--- config.mk ---
export PLATFORM = sky130hd
export DESIGN_NAME = pipeline_hazard_regs_flat
export DESIGN_NICKNAME = d
export VERILOG_FILES = /design/src/rtl/pipeline_hazard_regs_if.sv /design/src/rtl/pipeline_hazard_regs.sv /design/src/flat_wrapper.sv
export SDC_FILE = /design/constraint.sdc
export NUM_CORES = 1
export LEC_CHECK = 0
export ABC_CLOCK_PERIOD_IN_PS = 2400
export CAP_MARGIN = 20
export CORE_MARGIN = 2
export CORE_UTILIZATION = 42
export DETAILED_ROUTE_END_ITERATION = 8
export MAX_ROUTING_LAYER = met4
export PLACE_DENSITY_LB_ADDON = 0.1
export SLEW_MARGIN = 20
export SYNTH_ARGS = -nofsm -noshare
export SYNTH_HDL_FRONTEND = slang
export SYNTH_SLANG_ARGS = --single-unit
--- constraint.sdc ---
create_clock -name clock -period 2.4 [get_ports clock]
set_input_delay 0.36 -clock clock [delete_from_list [all_inputs] [get_ports clock]]
set_output_delay 0.36 -clock clock [all_outputs]
set_load 0.05 [all_outputs]
--- src/rtl/pipeline_hazard_regs_if.sv ---
// Bus between the decode control path and the ID->EX->MEM->WB control pipeline:
// decoded ID inputs and redirect in, stage contents, hazard controls and counters out.
interface pipeline_hazard_regs_if #(
  parameter int CTL_W      = 11,
  parameter int REG_ADDR_W = 5,
  parameter int COUNT_W    = 32
);
  logic                  id_valid;
  logic [CTL_W-1:0]      id_ctl;
  logic [REG_ADDR_W-1:0] id_rs1;
  logic [REG_ADDR_W-1:0] id_rs2;
  logic [REG_ADDR_W-1:0] id_rd;
  logic                  id_uses_rs1;
  logic                  id_uses_rs2;
  logic                  ex_redirect;

  logic                  stall;
  logic                  flush_id;
  logic                  ex_valid;
  logic                  mem_valid;
  logic                  wb_valid;
  logic [CTL_W-1:0]      ex_ctl;
  logic [CTL_W-1:0]      mem_ctl;
  logic [CTL_W-1:0]      wb_ctl;
  logic [REG_ADDR_W-1:0] ex_rs1;
  logic [REG_ADDR_W-1:0] ex_rs2;
  logic [REG_ADDR_W-1:0] ex_rd;
  logic [REG_ADDR_W-1:0] mem_rd;
  logic [REG_ADDR_W-1:0] wb_rd;
  logic [1:0]            fwd_a_select;
  logic [1:0]            fwd_b_select;
  logic [COUNT_W-1:0]    load_use_count;
  logic [COUNT_W-1:0]    redirect_count;

  modport master (
    output id_valid, id_ctl, id_rs1, id_rs2, id_rd, id_uses_rs1, id_uses_rs2, ex_redirect,
    input  stall, flush_id, ex_valid, mem_valid, wb_valid, ex_ctl, mem_ctl, wb_ctl,
    input  ex_rs1, ex_rs2, ex_rd, mem_rd, wb_rd, fwd_a_select, fwd_b_select,
    input  load_use_count, redirect_count
  );

  modport slave (
    input  id_valid, id_ctl, id_rs1, id_rs2, id_rd, id_uses_rs1, id_uses_rs2, ex_redirect,
    output stall, flush_id, ex_valid, mem_valid, wb_valid, ex_ctl, mem_ctl, wb_ctl,
    output ex_rs1, ex_rs2, ex_rd, mem_rd, wb_rd, fwd_a_select, fwd_b_select,
    output load_use_count, redirect_count
  );
endinterface

--- src/rtl/pipeline_hazard_regs.sv ---
// ID->EX->MEM->WB control pipeline registers with load-use stall, redirect squash,
// EX operand forwarding selects and saturating hazard event counters.
module pipeline_hazard_regs #(
  parameter int CTL_W      = 11,
  parameter int REG_ADDR_W = 5,
  parameter int COUNT_W    = 32
) (
  input  logic                 clock,
  input  logic                 reset,
  pipeline_hazard_regs_if.slave bus
);
  localparam int RWE_BIT = CTL_W - 1;
  localparam int DMR_BIT = CTL_W - 2;
  localparam logic [REG_ADDR_W-1:0] ZERO_ADDR = {REG_ADDR_W{1'b0}};
  localparam logic [CTL_W-1:0]      ZERO_CTL  = {CTL_W{1'b0}};
  localparam logic [COUNT_W-1:0]    ZERO_CNT  = {COUNT_W{1'b0}};
  localparam logic [COUNT_W-1:0]    CNT_MAX   = {COUNT_W{1'b1}};
  localparam logic [COUNT_W-1:0]    CNT_ONE   = {{(COUNT_W-1){1'b0}}, 1'b1};

  // Loads in MEM have no result yet, so only WB may forward a load; x0 never forwards.
  function automatic logic [1:0] fwd_select(
    input logic [REG_ADDR_W-1:0] src,
    input logic                  mem_v,
    input logic [CTL_W-1:0]      mem_c,
    input logic [REG_ADDR_W-1:0] mem_a,
    input logic                  wb_v,
    input logic [CTL_W-1:0]      wb_c,
    input logic [REG_ADDR_W-1:0] wb_a
  );
    logic [1:0] sel;
    sel = 2'd0;
    if (mem_v && mem_c[RWE_BIT] && !mem_c[DMR_BIT] && (mem_a != ZERO_ADDR) && (mem_a == src)) begin
      sel = 2'd1;
    end else if (wb_v && wb_c[RWE_BIT] && (wb_a != ZERO_ADDR) && (wb_a == src)) begin
      sel = 2'd2;
    end else begin
      sel = 2'd0;
    end
    return sel;
  endfunction

  logic                  r_ex_valid;
  logic [CTL_W-1:0]      r_ex_ctl;
  logic [REG_ADDR_W-1:0] r_ex_rs1;
  logic [REG_ADDR_W-1:0] r_ex_rs2;
  logic [REG_ADDR_W-1:0] r_ex_rd;
  logic                  r_mem_valid;
  logic [CTL_W-1:0]      r_mem_ctl;
  logic [REG_ADDR_W-1:0] r_mem_rd;
  logic                  r_wb_valid;
  logic [CTL_W-1:0]      r_wb_ctl;
  logic [REG_ADDR_W-1:0] r_wb_rd;
  logic [COUNT_W-1:0]    r_load_use_count;
  logic [COUNT_W-1:0]    r_redirect_count;

  logic                  w_rs1_hit;
  logic                  w_rs2_hit;
  logic                  w_load_use;
  logic                  w_stall;
  logic                  w_ex_valid_nxt;
  logic [CTL_W-1:0]      w_ex_ctl_nxt;
  logic [REG_ADDR_W-1:0] w_ex_rs1_nxt;
  logic [REG_ADDR_W-1:0] w_ex_rs2_nxt;
  logic [REG_ADDR_W-1:0] w_ex_rd_nxt;
  logic [1:0]            w_fwd_a;
  logic [1:0]            w_fwd_b;

  // Load-use detection and EX next-state; a redirect overrides the stall and squashes ID.
  always_comb begin
    w_rs1_hit      = 1'b0;
    w_rs2_hit      = 1'b0;
    w_load_use     = 1'b0;
    w_stall        = 1'b0;
    w_ex_valid_nxt = 1'b0;
    w_ex_ctl_nxt   = ZERO_CTL;
    w_ex_rs1_nxt   = ZERO_ADDR;
    w_ex_rs2_nxt   = ZERO_ADDR;
    w_ex_rd_nxt    = ZERO_ADDR;
    w_rs1_hit  = bus.id_uses_rs1 && (bus.id_rs1 == r_ex_rd);
    w_rs2_hit  = bus.id_uses_rs2 && (bus.id_rs2 == r_ex_rd);
    w_load_use = bus.id_valid && r_ex_valid && r_ex_ctl[DMR_BIT] &&
                 (r_ex_rd != ZERO_ADDR) && (w_rs1_hit || w_rs2_hit);
    w_stall    = w_load_use && !bus.ex_redirect;
    if (bus.ex_redirect || w_stall) begin
      w_ex_valid_nxt = 1'b0;
      w_ex_ctl_nxt   = ZERO_CTL;
    end else begin
      w_ex_valid_nxt = bus.id_valid;
      w_ex_ctl_nxt   = bus.id_valid ? bus.id_ctl : ZERO_CTL;
      w_ex_rs1_nxt   = bus.id_rs1;
      w_ex_rs2_nxt   = bus.id_rs2;
      w_ex_rd_nxt    = bus.id_rd;
    end
  end

  // EX operand forwarding selects.
  always_comb begin
    w_fwd_a = fwd_select(r_ex_rs1, r_mem_valid, r_mem_ctl, r_mem_rd, r_wb_valid, r_wb_ctl, r_wb_rd);
    w_fwd_b = fwd_select(r_ex_rs2, r_mem_valid, r_mem_ctl, r_mem_rd, r_wb_valid, r_wb_ctl, r_wb_rd);
  end

  // Stage registers; MEM and WB advance every cycle regardless of stall.
  always_ff @(posedge clock or negedge reset) begin
    if (!reset) begin
      r_ex_valid  <= 1'b0;
      r_ex_ctl    <= ZERO_CTL;
      r_ex_rs1    <= ZERO_ADDR;
      r_ex_rs2    <= ZERO_ADDR;
      r_ex_rd     <= ZERO_ADDR;
      r_mem_valid <= 1'b0;
      r_mem_ctl   <= ZERO_CTL;
      r_mem_rd    <= ZERO_ADDR;
      r_wb_valid  <= 1'b0;
      r_wb_ctl    <= ZERO_CTL;
      r_wb_rd     <= ZERO_ADDR;
    end else begin
      r_ex_valid  <= w_ex_valid_nxt;
      r_ex_ctl    <= w_ex_ctl_nxt;
      r_ex_rs1    <= w_ex_rs1_nxt;
      r_ex_rs2    <= w_ex_rs2_nxt;
      r_ex_rd     <= w_ex_rd_nxt;
      r_mem_valid <= r_ex_valid;
      r_mem_ctl   <= r_ex_ctl;
      r_mem_rd    <= r_ex_rd;
      r_wb_valid  <= r_mem_valid;
      r_wb_ctl    <= r_mem_ctl;
      r_wb_rd     <= r_mem_rd;
    end
  end

  // Saturating event counters: they hold at all-ones instead of wrapping.
  always_ff @(posedge clock or negedge reset) begin
    if (!reset) begin
      r_load_use_count <= ZERO_CNT;
      r_redirect_count <= ZERO_CNT;
    end else begin
      if (w_stall && (r_load_use_count != CNT_MAX)) begin
        r_load_use_count <= r_load_use_count + CNT_ONE;
      end else begin
        r_load_use_count <= r_load_use_count;
      end
      if (bus.ex_redirect && (r_redirect_count != CNT_MAX)) begin
        r_redirect_count <= r_redirect_count + CNT_ONE;
      end else begin
        r_redirect_count <= r_redirect_count;
      end
    end
  end

  assign bus.stall          = w_stall;
  assign bus.flush_id       = bus.ex_redirect;
  assign bus.ex_valid       = r_ex_valid;
  assign bus.mem_valid      = r_mem_valid;
  assign bus.wb_valid       = r_wb_valid;
  assign bus.ex_ctl         = r_ex_ctl;
  assign bus.mem_ctl        = r_mem_ctl;
  assign bus.wb_ctl         = r_wb_ctl;
  assign bus.ex_rs1         = r_ex_rs1;
  assign bus.ex_rs2         = r_ex_rs2;
  assign bus.ex_rd          = r_ex_rd;
  assign bus.mem_rd         = r_mem_rd;
  assign bus.wb_rd          = r_wb_rd;
  assign bus.fwd_a_select   = w_fwd_a;
  assign bus.fwd_b_select   = w_fwd_b;
  assign bus.load_use_count = r_load_use_count;
  assign bus.redirect_count = r_redirect_count;
endmodule

--- src/flat_wrapper.sv ---
// flat-port wrapper written by rule: the top's interface ports become plain ports
module pipeline_hazard_regs_flat 
#(
  parameter int CTL_W      = 11,
  parameter int REG_ADDR_W = 5,
  parameter int COUNT_W    = 32
)
  (clock, reset, bus_id_valid, bus_id_ctl, bus_id_rs1, bus_id_rs2, bus_id_rd, bus_id_uses_rs1, bus_id_uses_rs2, bus_ex_redirect, bus_stall, bus_flush_id, bus_ex_valid, bus_mem_valid, bus_wb_valid, bus_ex_ctl, bus_mem_ctl, bus_wb_ctl, bus_ex_rs1, bus_ex_rs2, bus_ex_rd, bus_mem_rd, bus_wb_rd, bus_fwd_a_select, bus_fwd_b_select, bus_load_use_count, bus_redirect_count);
  pipeline_hazard_regs_if #(.CTL_W(CTL_W), .REG_ADDR_W(REG_ADDR_W), .COUNT_W(COUNT_W)) bus_i ();
  input  logic clock;
  input  logic reset;
  input wire logic [$bits(bus_i.id_valid)-1:0] bus_id_valid;
  input wire logic [$bits(bus_i.id_ctl)-1:0] bus_id_ctl;
  input wire logic [$bits(bus_i.id_rs1)-1:0] bus_id_rs1;
  input wire logic [$bits(bus_i.id_rs2)-1:0] bus_id_rs2;
  input wire logic [$bits(bus_i.id_rd)-1:0] bus_id_rd;
  input wire logic [$bits(bus_i.id_uses_rs1)-1:0] bus_id_uses_rs1;
  input wire logic [$bits(bus_i.id_uses_rs2)-1:0] bus_id_uses_rs2;
  input wire logic [$bits(bus_i.ex_redirect)-1:0] bus_ex_redirect;
  output wire logic [$bits(bus_i.stall)-1:0] bus_stall;
  output wire logic [$bits(bus_i.flush_id)-1:0] bus_flush_id;
  output wire logic [$bits(bus_i.ex_valid)-1:0] bus_ex_valid;
  output wire logic [$bits(bus_i.mem_valid)-1:0] bus_mem_valid;
  output wire logic [$bits(bus_i.wb_valid)-1:0] bus_wb_valid;
  output wire logic [$bits(bus_i.ex_ctl)-1:0] bus_ex_ctl;
  output wire logic [$bits(bus_i.mem_ctl)-1:0] bus_mem_ctl;
  output wire logic [$bits(bus_i.wb_ctl)-1:0] bus_wb_ctl;
  output wire logic [$bits(bus_i.ex_rs1)-1:0] bus_ex_rs1;
  output wire logic [$bits(bus_i.ex_rs2)-1:0] bus_ex_rs2;
  output wire logic [$bits(bus_i.ex_rd)-1:0] bus_ex_rd;
  output wire logic [$bits(bus_i.mem_rd)-1:0] bus_mem_rd;
  output wire logic [$bits(bus_i.wb_rd)-1:0] bus_wb_rd;
  output wire logic [$bits(bus_i.fwd_a_select)-1:0] bus_fwd_a_select;
  output wire logic [$bits(bus_i.fwd_b_select)-1:0] bus_fwd_b_select;
  output wire logic [$bits(bus_i.load_use_count)-1:0] bus_load_use_count;
  output wire logic [$bits(bus_i.redirect_count)-1:0] bus_redirect_count;
  assign bus_i.id_valid = bus_id_valid;
  assign bus_i.id_ctl = bus_id_ctl;
  assign bus_i.id_rs1 = bus_id_rs1;
  assign bus_i.id_rs2 = bus_id_rs2;
  assign bus_i.id_rd = bus_id_rd;
  assign bus_i.id_uses_rs1 = bus_id_uses_rs1;
  assign bus_i.id_uses_rs2 = bus_id_uses_rs2;
  assign bus_i.ex_redirect = bus_ex_redirect;
  assign bus_stall = bus_i.stall;
  assign bus_flush_id = bus_i.flush_id;
  assign bus_ex_valid = bus_i.ex_valid;
  assign bus_mem_valid = bus_i.mem_valid;
  assign bus_wb_valid = bus_i.wb_valid;
  assign bus_ex_ctl = bus_i.ex_ctl;
  assign bus_mem_ctl = bus_i.mem_ctl;
  assign bus_wb_ctl = bus_i.wb_ctl;
  assign bus_ex_rs1 = bus_i.ex_rs1;
  assign bus_ex_rs2 = bus_i.ex_rs2;
  assign bus_ex_rd = bus_i.ex_rd;
  assign bus_mem_rd = bus_i.mem_rd;
  assign bus_wb_rd = bus_i.wb_rd;
  assign bus_fwd_a_select = bus_i.fwd_a_select;
  assign bus_fwd_b_select = bus_i.fwd_b_select;
  assign bus_load_use_count = bus_i.load_use_count;
  assign bus_redirect_count = bus_i.redirect_count;
  pipeline_hazard_regs #(.CTL_W(CTL_W), .REG_ADDR_W(REG_ADDR_W), .COUNT_W(COUNT_W)) u_core (.clock(clock), .reset(reset), .bus(bus_i));
endmodule
* Word-level counts from Yosys, hierarchy flattened
Cells that the tools add are included.
Cells by class: divide/modulo/power cells 0, multipliers 0, add/subtract/negate cells 2, bitwise gates (word level) 0, reductions and logical operators 25, shift-type cells 0, eq/ne operators 8, $lt $le $gt $ge 0, muxes and demuxes 10
Operators with widths (number):
- adder 32 x 1 -> 32 bit (second input constant) | 2
- inequality test 32 bit (second input constant) | 2
- equality test 5 bit | 6
- two-way mux 11 bit | 2
- logical AND 1 bit | 18
- two-way mux 5 bit | 3
- nonzero test 5 bit | 3
- two-way mux 2 bit | 4
- logical NOT 1 bit | 2
- logical OR 1 bit | 2
- two-way mux 1 bit | 1
Storage, ports and cells: input port bits 32, memories 0, bits in latches 0, ROM bits 0, output and inout bits 131, logic and storage cells 58, bits in writable memories 0, register bits after elaboration 125

* Depth between registers and ports, before layout
Gate-level depths: netlist (run 1).
depth in word-level cells 7, gate-level depth with buffers 8, depth with buffers taken out 7

* Least setup slack after synthesis (run 1)
No wires, ideal clock.
path type register to output, start point register u_core.r_mem_rd[0] (netlist: u_core.bus.mem_rd[0]), end point output bus_fwd_a_select[1], path buffers 0, stages on the path, launching flop included 5, arrival 3347 ps, setup slack -1307 ps, path through dfrtp_1 -> or4_1 -> o21ai_0 -> nor4_1 -> nor4_1
On the way: longest elaborated chain between the ends 4
Ends and longest elaborated chain:
- start: declaration | line pipeline_hazard_regs.sv:49 | logic [REG_ADDR_W-1:0] r_mem_rd;
- start signal: assignment | line pipeline_hazard_regs.sv:124 | r_mem_rd <= r_ex_rd;
- nonzero test 5 bit | line pipeline_hazard_regs.sv:32 | if (mem_v && mem_c[RWE_BIT] && !mem_c[DMR_BIT] && (mem_a != ZERO_ADDR) && (mem_a == src)) begin
- logical AND 1 bit | line pipeline_hazard_regs.sv:32
- logical AND 1 bit (*) | line pipeline_hazard_regs.sv:32
- two-way mux 2 bit (*) | line pipeline_hazard_regs.sv:32
- end: declaration | line flat_wrapper.sv:33 | output wire logic [$bits(bus_i.fwd_a_select)-1:0] bus_fwd_a_select;
Mark *: on every way between the ends. The rest lies on a longest branch, timed or not.

* Worst setup path in the final report (run 1)
start point register u_core.r_wb_rd[4] (netlist: u_core.bus.wb_rd[4]), end point output bus_fwd_a_select[1]
On the way: longest elaborated chain between the ends 5
Ends and longest elaborated chain:
- start: declaration | line pipeline_hazard_regs.sv:52 | logic [REG_ADDR_W-1:0] r_wb_rd;
- start signal: assignment | line pipeline_hazard_regs.sv:127 | r_wb_rd <= r_mem_rd;
- nonzero test 5 bit | line pipeline_hazard_regs.sv:34 | end else if (wb_v && wb_c[RWE_BIT] && (wb_a != ZERO_ADDR) && (wb_a == src)) begin
- logical AND 1 bit | line pipeline_hazard_regs.sv:34
- logical AND 1 bit (*) | line pipeline_hazard_regs.sv:34
- two-way mux 2 bit (*) | line pipeline_hazard_regs.sv:34
- two-way mux 2 bit (*) | line pipeline_hazard_regs.sv:32
Marked as above.

==> results of run 1 <==
[sequential cells by signal (all words and copies together) (netlist names)]
name                       flops
u_core.bus.mem_valid           1
u_core.bus.mem_ctl            11
u_core.bus.ex_valid            1
u_core.bus.wb_valid            1
u_core.bus.wb_rd               5
u_core.bus.load_use_count     32
u_core.bus.ex_rd               5
u_core.bus.ex_rs2              5
u_core.bus.ex_rs1              5
u_core.bus.mem_rd              5
u_core.bus.ex_ctl             11
u_core.bus.redirect_count     32
u_core.bus.wb_ctl             11
[area by class of cell]
class / count / area [µm²] / area share, %
clock inverter: 13 / 141.4 / 1.736
timing repair buffer: 202 / 1994 / 24.49
multi-input combinational: 299 / 2187 / 26.86
clock buffer: 18 / 439.2 / 5.393
tap: 168 / 210.2 / 2.581
sequential: 125 / 3152 / 38.71
inverter: 5 / 18.77 / 0.2305
[power by group through the flow]
| stage | clock (mW) | sequential [mW] | combinational, mW |
|---|---|---|---|
| final | 2.47 | 2.33 | 0.889 |
| after global routing | 2.61 | 2.34 | 0.939 |
| after CTS | 2.51 | 2.33 | 0.897 |
| after detailed placement | 0 | 2.37 | 0.868 |
| after global placement | 0 | 2.36 | 0.857 |
| after floorplan | 0 | 2.69 | 0.171 |
[timing repair]
item                                    in CTS  in global routing
buffers inserted                            12                  1
hold buffers                                 1                  0
gates cloned                                 0                  0
resized for setup                            7                  2
pin swaps                                    6                  3
endpoints found under the setup margin       3                  5
endpoints found under the hold margin       38                  0
[metal layers]
layer / track usage [%] / up-vias / share of wire [%]
met2: 33.72 / 147 / 48
met4: 8.651 / 0 / 1.9
li1: - / 1968 / -
met5: - / - / 0
met1: 27.67 / 2097 / 45
met3: 5.753 / 26 / 5.8
[cell usage after synthesis (3+ instances only)]
master / n
clkbuf_1: 4
nor4_1: 12
dfrtp_1: 125
nor3_2: 3
nand2_1: 33
or3_1: 5
nand4_1: 27
and2_1: 21
or4_1: 10
inv_1: 5
nor2_1: 18
xor2_1: 34
xnor2_1: 55
and3_1: 17
and4_1: 4
nand3_1: 23
nor3_1: 11
[logic make-up after synthesis]
| logic type | Yosys count | share of synthesized area [%] |
|---|---|---|
| muxes | 3 | 0.6419 |
| DFF | 125 | 59.44 |
| buffers and inverters | 12 | 1.022 |
| AOI/OAI and AO/OA | 7 | 1.426 |
| xor gates and xnor gates | 89 | 14.81 |
| and+or+nand+nor | 198 | 22.18 |
| adders and majority gates | 2 | 0.4754 |
[how the worst max path moves through the flow]
stage | startpoint | to | slack (ps) | cells after the start
floorplan | u_core.bus.wb_rd[0]$_DFF_PN0_ | bus_fwd_a_select[1] | -2 | 4
global placement | bus_id_rs1[3] | u_core.bus.load_use_count[28]$_DFFE_PN0P_ | -210 | 7
detailed placement | bus_id_rs1[3] | u_core.bus.load_use_count[28]$_DFFE_PN0P_ | -260 | 7
CTS | u_core.bus.mem_rd[0]$_DFF_PN0_ | bus_fwd_a_select[1] | -130 | 5
global route | u_core.bus.wb_rd[4]$_DFF_PN0_ | bus_fwd_b_select[1] | -170 | 5
finish | u_core.bus.wb_rd[4]$_DFF_PN0_ | bus_fwd_a_select[1] | -110 | 5
[metrics by stage]
stage,hold slack [ps],instance area [µm²],utilization (%),total power [mW],setup slack (ps)
after detailed placement,359.1,7415,61.22,3.238,-257.9
after CTS,372.2,8127,67.10,5.737,-132.9
after global placement,357.0,7415,61.22,3.217,-207.3
final,369.5,8143,67.23,5.688,-107.8
after global routing,379.2,8143,67.23,5.894,-171.0
after floorplan,64.41,5353,-,2.859,-2.092
[critical path, stage by stage (launching register included)]
cell	delay (ps)
dfrtp_2	430
buf_4	140
xor2_1	140
or4_4	500
nor4_4	350
buf_12	180
[placed cells by master (no fill, tap or decap), types with 3 or more instances in the layout]
cell type and count:
or4_1 7, dfrtp_2 19, dfrtp_1 106, xor2_1 34, inv_1 5, nor4_4 6, clkdlybuf4s50_1 155, and3_1 17
clkinvlp_4 3, clkinv_4 3, nor4_1 8, clkinv_2 3, buf_12 7, nand3_1 23, or4_4 3, nor3_1 9
or3_1 5, clkbuf_16 17, and2_1 21, and4_1 4, nor3_2 4, nand4_1 27, nor2_1 18, nand2_1 33
buf_4 39, xnor2_1 55
==> impl_metrics.ini, run 1 <==
[run_status]
run_status = finished with violations
violations = setup timing

[final_layout]
drive_gt1_share_pct = 18.43
n_fill_cell = 979
fin_nets = 684
stdcell_count = 830
antenna_cells = 0
area_growth_pct = 54.73

[power]
internal-power_mw = 4.088
p_leak_nw = 3.446
power.density_nw_per_um2 = 698.5
p_sw_mw = 1.600
pwr-share-clk_pct = 43.4
p_seq_share_pct = 40.9
p_comb_share_pct = 15.6
switching_share_pct = 28.12
ir_worst_vdd_mv = 0.4742

[worst_setup_path]
endpoint_kind = primary output
crit_arrival_ps = 2150
critPathMaxFanout = 4
crit_type = flip-flop to primary output
r2r_cells = 7
cp-start-kind = flip-flop
r2r_slack_ps = 80
r2r-end = u_core.bus.load_use_count[28]$_DFFE_PN0P_
required_ps = 2040
r2r_start = u_core.bus.ex_rd[1]$_DFF_PN0_

[cts]
clk_latency_ps = 410
clockRootBuffer = clkbuf_16
clockBufferDepth = 2
cts_tree = built
h-tree-depth = 4
clk_pin_slew_ps = 60
cts_made_buffers = 17
cts.sinks = 125

[synth]
yosys.area.top_type = dfrtp_1
synthArstFlopShare_pct = 100.0
yosysSeqAreaShare_pct = 59.44
netlist.area_leader.share_pct = 59.44
ys.flop_type = dfrtp_1
ys_ff_latch = 125
synth_area_leaders = dfrtp_1 59%, xnor2_1 9.2%, xor2_1 5.7%
syn_avg_cell_area_um2 = 12.07
synth_edf_count = 0
syn_nets = 470
ys.warnings.count = 0
synth_cells = 436
syn_area_um2 = 5263
ys_types = 40

[placed_design]
numPortBuffers = 162
placedCellCount = 785
gp_congestion = 0.8541
hpwl_mm = 9.857

[timing]
period_share_pct = 104.5
fmax_mhz = 398.8
min_period_ps = 2508
rsz0062_at_grt = true
finalSetupViolations = 2
worstMarginPinSlew_ps = 618.6
layout_setup_ws_ps = -107.8
drv_slew = 0
fin_skew_ps = 8.052
finalHoldViolations = 0
slew_headroom_pct = 58.38
finalSetupTns_ps = -196.8

[drt]
detail_route.iter0.violations = 187
vias = 4238
routedWlPerCell_um = 16.41
postRouteAntennaNets = 0
totalWireLength_mm = 13.62
viasPerCell = 5.106
route.detailed.drc = 0
dr.pass1.iters = 4

[grt]
antenna_found_initial = 0
grt_start_max_net_pins = 52
grt-ovfl-total = 0
track_usage_pct = 21.86
grt_pass1_vias = 4222
grt_pass1_wl_mm = 21.62

[worst_hold_path]
whs_path_depth = 0
hold_end = u_core.bus.mem_ctl[5]$_DFF_PN0_
min_from = u_core.bus.ex_ctl[5]$_DFF_PN0_
hold_path_class = flip-flop to flip-flop

[flow_run]
max_cap_violations = 0

[floorplan]
fp.dieW_um = 115.9
die_h_um = 115.9
start_util_pct = 43.45
rows = 40
core_um2 = 12110
ioPinCount = 163
die_area_um2 = 13440
Power figures use the tool's default switching activity.
==> inputs of run 2 (changes only) <==
--- a/config.mk
+++ b/config.mk
@@ -5,7 +5,7 @@
 export SDC_FILE = /design/constraint.sdc
 export NUM_CORES = 1
 export LEC_CHECK = 0
-export ABC_CLOCK_PERIOD_IN_PS = 2400
+export ABC_CLOCK_PERIOD_IN_PS = 2100
 export CAP_MARGIN = 20
 export CORE_MARGIN = 2
 export CORE_UTILIZATION = 42
==> constraint.sdc (replaced) <==
create_clock -name clock -period 2.1 [get_ports clock]
set_input_delay 0.315 -clock clock [delete_from_list [all_inputs] [get_ports clock]]
set_output_delay 0.315 -clock clock [all_outputs]
set_load 0.05 [all_outputs]
==> run 2 against run 1 <==
Effect of this change: the flow still finishes with violations (setup timing); clock skew hardly changed; worst setup slack worse by 180 ps; highest routed layer unchanged; design area is 7.7% higher; critical path type unchanged; first-iteration DRC count is 19% higher; non-clock buffer count is 19 higher; register-to-register slack worse by 330 ps; flip-flop and latch count stayed put; wire length is 2.0% higher; via count is 0.52% higher.
==> impl_metrics.ini, run 2 (synthesis gave the netlist of run 1 again) <==
[power]
p_comb_share_pct = 16.1
ir_worst_vdd_mv = 0.7381
power.density_nw_per_um2 = 742.0
switching_share_pct = 30.82
p_seq_share_pct = 41.0
p_leak_nw = 3.749
internal-power_mw = 4.503
p_sw_mw = 2.007
pwr-share-clk_pct = 42.9

[final_layout]
multi_input_area_um2 = 2567
fin_util_pct = 72.44
antenna_cells = 0
finalInstanceArea_um2 = 8773
final_cell_mix = 147 x clkdlybuf4s50_1, 71 x dfrtp_2, 54 x dfrtp_1
mostFrequentLayoutCell = clkdlybuf4s50_1
fin_nets = 704
area_growth_pct = 66.71
n_fill_cell = 882
drive_gt1_share_pct = 34.99
ff_latch_area_um2 = 3217

[worst_hold_path]
hold_path_class = flip-flop to flip-flop

[worst_setup_path]
required_ps = 1780
crit_type = flip-flop to primary output
critPathMaxFanout = 3
cp-start-kind = flip-flop
crit_arrival_ps = 2070
endpoint_kind = primary output

[grt]
track_usage_pct = 21.74
grt_pass1_wl_mm = 21.70
grt_start_max_net_pins = 49
antenna_found_initial = 0
grt-ovfl-total = 0
grt_pass1_vias = 4253

[drt]
route.detailed.drc = 0
routedWlPerCell_um = 16.32
totalWireLength_mm = 13.89
viasPerCell = 5.006
vias = 4260
detail_route.iter0.violations = 223
postRouteAntennaNets = 0
dr.pass1.iters = 4

[timing]
drv_slew = 0
hold_ws_ps = 364.0
rsz0062_at_grt = true
min_period_ps = 2387
slew_headroom_pct = 62.38
fmax_mhz = 418.9
period_share_pct = 113.7
worstMarginPinSlew_ps = 562.5
finalSetupViolations = 39
fin_skew_ps = 7.640
layout_setup_ws_ps = -287.3
finalHoldViolations = 0

[run_status]
violations = setup timing
run_status = finished with violations

[cts]
cts_tree = built
h-tree-depth = 4
clockRootBuffer = clkbuf_16
cts_made_buffers = 17
clockBufferDepth = 2
clk_pin_slew_ps = 70
clk_latency_ps = 410
cts.sinks = 125

[floorplan]
die_h_um = 115.9
rows = 40
core_um2 = 12110
fp.dieW_um = 115.9
ioPinCount = 163
die_area_um2 = 13440
start_util_pct = 43.45

[placed_design]
hpwl_mm = 10.08
gp_congestion = 0.8506
numPortBuffers = 162
placed_cell_area_um2 = 7809

[flow_run]
max_cap_violations = 0
[run 2: cell count changes in the layout (fill, tap and decap cells not counted), sizes merged]
cell           before  now
clkbuf             18   17
inv                 7   15
clkinvlp            3    1
bufinv              2    0
dlygate4sd2         0    1
clkinv              6    4
clkdlybuf4s50     155  147
dlymetal6s2s        0    6
buf                46   66
nor2               18   19
[run 2: final cells by class]
class / instances / area share, %
well taps: 168 / 2.396
inverters: 5 / 0.2139
repair buffers: 221 / 24.94
clock inverters: 15 / 1.669
flip-flops and latches: 125 / 36.67
clock buffers: 17 / 4.849
multi-input cells: 300 / 29.26
[run 2: path summary, 6_finish.rpt]
check                                               startpoint                                        end  slack [ps]  cells past startpoint
worst max register to register   u_core.bus.ex_rd[3]$_DFF_PN0_  u_core.bus.load_use_count[28]$_DFFE_PN0P_        -250                      7
worst min register to register  u_core.bus.ex_ctl[7]$_DFF_PN0_            u_core.bus.mem_ctl[7]$_DFF_PN0_         360                      0
worst min-delay path            u_core.bus.ex_ctl[7]$_DFF_PN0_            u_core.bus.mem_ctl[7]$_DFF_PN0_         360                      0
worst max-delay path            u_core.bus.ex_rs1[1]$_DFF_PN0_                        bus_fwd_a_select[1]        -290                      4
max in group asynchronous                                reset              u_core.bus.wb_rd[0]$_DFF_PN0_        1000                      3
min in group asynchronous                                reset             u_core.bus.mem_rd[1]$_DFF_PN0_         440                      2
[run 2: power groups by stage]
stage | logic [mW] | registers [mW] | clock network (mW)
final | 1.05 | 2.67 | 2.79
after global routing | 1.11 | 2.68 | 2.98
after CTS | 1.04 | 2.66 | 2.85
after detailed placement | 1.01 | 2.71 | 0
after global placement | 0.997 | 2.70 | 0
after floorplan | 0.203 | 3.08 | 0
[run 2: worst max-delay path: stages (launching register included)]
cell	delay, ps
dfrtp_1	420
xor2_1	190
or4_4	550
nor4_4	330
buf_12	180
[run 2: routing by layer]
metal  global-route usage [%]  routed length, µm  vias to the layer above
met5                        -                  0                        -
met2                    35.01               6843                      136
met1                    27.20               6049                     2110
li1                         -                  -                     2000
met4                    5.952                136                        0
met3                    6.015                859                       14
[run 2: timing repair]
| action | 4_1_cts | 5_1_grt |
|---|---|---|
| pin swaps | 26 | 30 |
| endpoints found under the hold margin | 37 | 0 |
| hold buffers | 1 | 0 |
| resized for setup | 26 | 34 |
| setup buffers | 6 | 6 |
| cloned | 1 | 1 |
| setup endpoints to repair | 47 | 73 |
[run 2: through the flow]
stage / power [mW] / setup slack (ps) / TNS, ps / instances
after CTS: 6.564 / -284.9 / -3166 / 845
after detailed placement: 3.723 / -457.9 / -23120 / 805
final: 6.510 / -287.3 / -2934 / 851
after global placement: 3.700 / -419.0 / -19950 / 805
after floorplan: 3.287 / -202.2 / -1388 / 436
after global routing: 6.772 / -354.7 / -9593 / 851
==> inputs of run 3 (changes only) <==
--- a/config.mk
+++ b/config.mk
@@ -10,8 +10,8 @@
 export CORE_MARGIN = 2
 export CORE_UTILIZATION = 42
 export DETAILED_ROUTE_END_ITERATION = 8
-export MAX_ROUTING_LAYER = met4
 export PLACE_DENSITY_LB_ADDON = 0.1
+export SKIP_LAST_GASP = 1
 export SLEW_MARGIN = 20
 export SYNTH_ARGS = -nofsm -noshare
 export SYNTH_HDL_FRONTEND = slang
==> run 3 against run 2 <==
Effect of this change: the run still ends with setup timing left; count of clock-buffer cells in the layout unchanged; via count about the same; clock power barely moved; wire length is 0.97% lower; largest power group unchanged.
==> impl_metrics.ini, run 3 (synthesis gave the netlist of run 1 again) <==
[run_status]
run_status = finished with violations
violations = setup timing

[cts]
clockBufferDepth = 2
h-tree-depth = 4
clk_pin_slew_ps = 70
clockRootBuffer = clkbuf_16
cts_tree = built
cts.sinks = 125
cts_made_buffers = 17
clk_latency_ps = 410

[final_layout]
final_cell_mix = 150 x clkdlybuf4s50_1, 71 x dfrtp_2, 54 x dfrtp_1
multi_input_area_um2 = 2549
n_fill_cell = 887
mostFrequentLayoutCell = clkdlybuf4s50_1
drive_gt1_share_pct = 33.97
fin_util_pct = 72.04
area_growth_pct = 65.79
ff_latch_area_um2 = 3217
fin_nets = 701
antenna_cells = 0

[grt]
antenna_found_initial = 0
grt-ovfl-total = 0
grt_pass1_vias = 4254
track_usage_pct = 21.06
grt_start_max_net_pins = 49
grt_pass1_wl_mm = 21.71

[power]
p_leak_nw = 3.712
ir_worst_vdd_mv = 0.7376
power.density_nw_per_um2 = 745.3

[worst_hold_path]
hold_path_class = flip-flop to flip-flop

[drt]
totalWireLength_mm = 13.75
detail_route.iter0.violations = 238
viasPerCell = 5.020
route.detailed.drc = 0
vias = 4257
dr.pass1.iters = 4
routedWlPerCell_um = 16.22
postRouteAntennaNets = 0

[timing]
layout_setup_ws_ps = -276.6
finalHoldViolations = 0
period_share_pct = 113.2
slew_headroom_pct = 62.37
min_period_ps = 2377
fmax_mhz = 420.8
worstMarginPinSlew_ps = 562.6
rsz0062_at_grt = true
finalSetupViolations = 30
fin_skew_ps = 7.196
drv_slew = 0

[worst_setup_path]
crit_arrival_ps = 2060
path_cells = or4_1 > o21ai_4 > buf_4 > nor3_4 > buf_12
slowest_delay_ps = 580
required_ps = 1780
endpoint_kind = primary output
crit_type = flip-flop to primary output
cp_slowest_cell = or4_1
critPathMaxFanout = 6
cp-start-kind = flip-flop

[floorplan]
start_util_pct = 43.45
rows = 40
die_area_um2 = 13440
core_um2 = 12110
ioPinCount = 163
fp.dieW_um = 115.9
die_h_um = 115.9

[placed_design]
gp_congestion = 0.8376
hpwl_mm = 10.08
numPortBuffers = 162
pre_cts_ws_ps = -457.9

[flow_run]
max_cap_violations = 0
==> run 3: final cells by class <==
cell class	count	area share, %
Sequential cell	125	36.87
Multi-Input combinational cell	299	29.21
Timing Repair Buffer	219	24.74
Clock buffer	17	4.876
Tap cell	168	2.409
Clock inverter	15	1.678
Inverter	5	0.2151
==> run 3: per-stage QoR <==
stage / area [µm²] / cells / total power [mW] / TNS, ps / hold slack (ps)
2_1_floorplan: 5622 / 436 / 3.287 / -1388 / 19.41
3_3_place_gp: 7809 / 805 / 3.700 / -19950 / 333.0
3_5_place_dp: 7809 / 805 / 3.723 / -23120 / 345.5
4_1_cts: 8539 / 845 / 6.558 / -3379 / 369.7
5_1_grt: 8725 / 848 / 6.760 / -10340 / 378.2
6_report: 8725 / 848 / 6.502 / -2952 / 364.1
==> run 3: path summary, 6_finish.rpt <==
path                                                        endpoint  slack (ps)  depth (start not counted)                      startpoint
hold reg to reg                      u_core.bus.mem_ctl[7]$_DFF_PN0_         360                          0  u_core.bus.ex_ctl[7]$_DFF_PN0_
hold / removal                       u_core.bus.mem_ctl[7]$_DFF_PN0_         360                          0  u_core.bus.ex_ctl[7]$_DFF_PN0_
max in group asynchronous              u_core.bus.wb_rd[0]$_DFF_PN0_         990                          3                           reset
setup / recovery                                           bus_stall        -280                          5   u_core.bus.ex_rd[2]$_DFF_PN0_
setup reg to reg           u_core.bus.load_use_count[28]$_DFFE_PN0P_        -240                          7   u_core.bus.ex_rd[3]$_DFF_PN0_
min in group asynchronous             u_core.bus.mem_rd[1]$_DFF_PN0_         440                          2                           reset
==> run 3: power breakdown <==
part	internal, mW	switching [mW]	leakage [nW]
logic	0.390	0.650	1.87
registers	2.53	0.135	1.56
clock network	1.58	1.22	0.282
==> run 3: critical path, delay by kind of cell (launching register included) <==
| kind | cells | cell delay (ps) |
|---|---|---|
| and+or+nand+nor | 2 | 620 |
| DFF | 1 | 450 |
| buffers and inverters | 2 | 310 |
| AOI/OAI and AO/OA | 1 | 260 |
==> run 3: metal layers <==
layer  share of wire (%)  wire, µm  vias to the layer above  global-route usage (%)
met5                   0         0                        -                       0
met1                  43      5966                     2111                   27.06
met2                  49      6746                      142                   34.78
li1                    -         -                     1992                       -
met3                 6.6       911                       12                   6.381
met4                0.95       130                        0                   6.032
==> run 3: timing repair <==
item	in CTS	in global routing
setup buffers	6	3
hold endpoints to repair	37	0
resized for setup	19	31
setup endpoints to repair	47	73
cloned	1	0
hold buffers	1	0
pin swaps	15	37
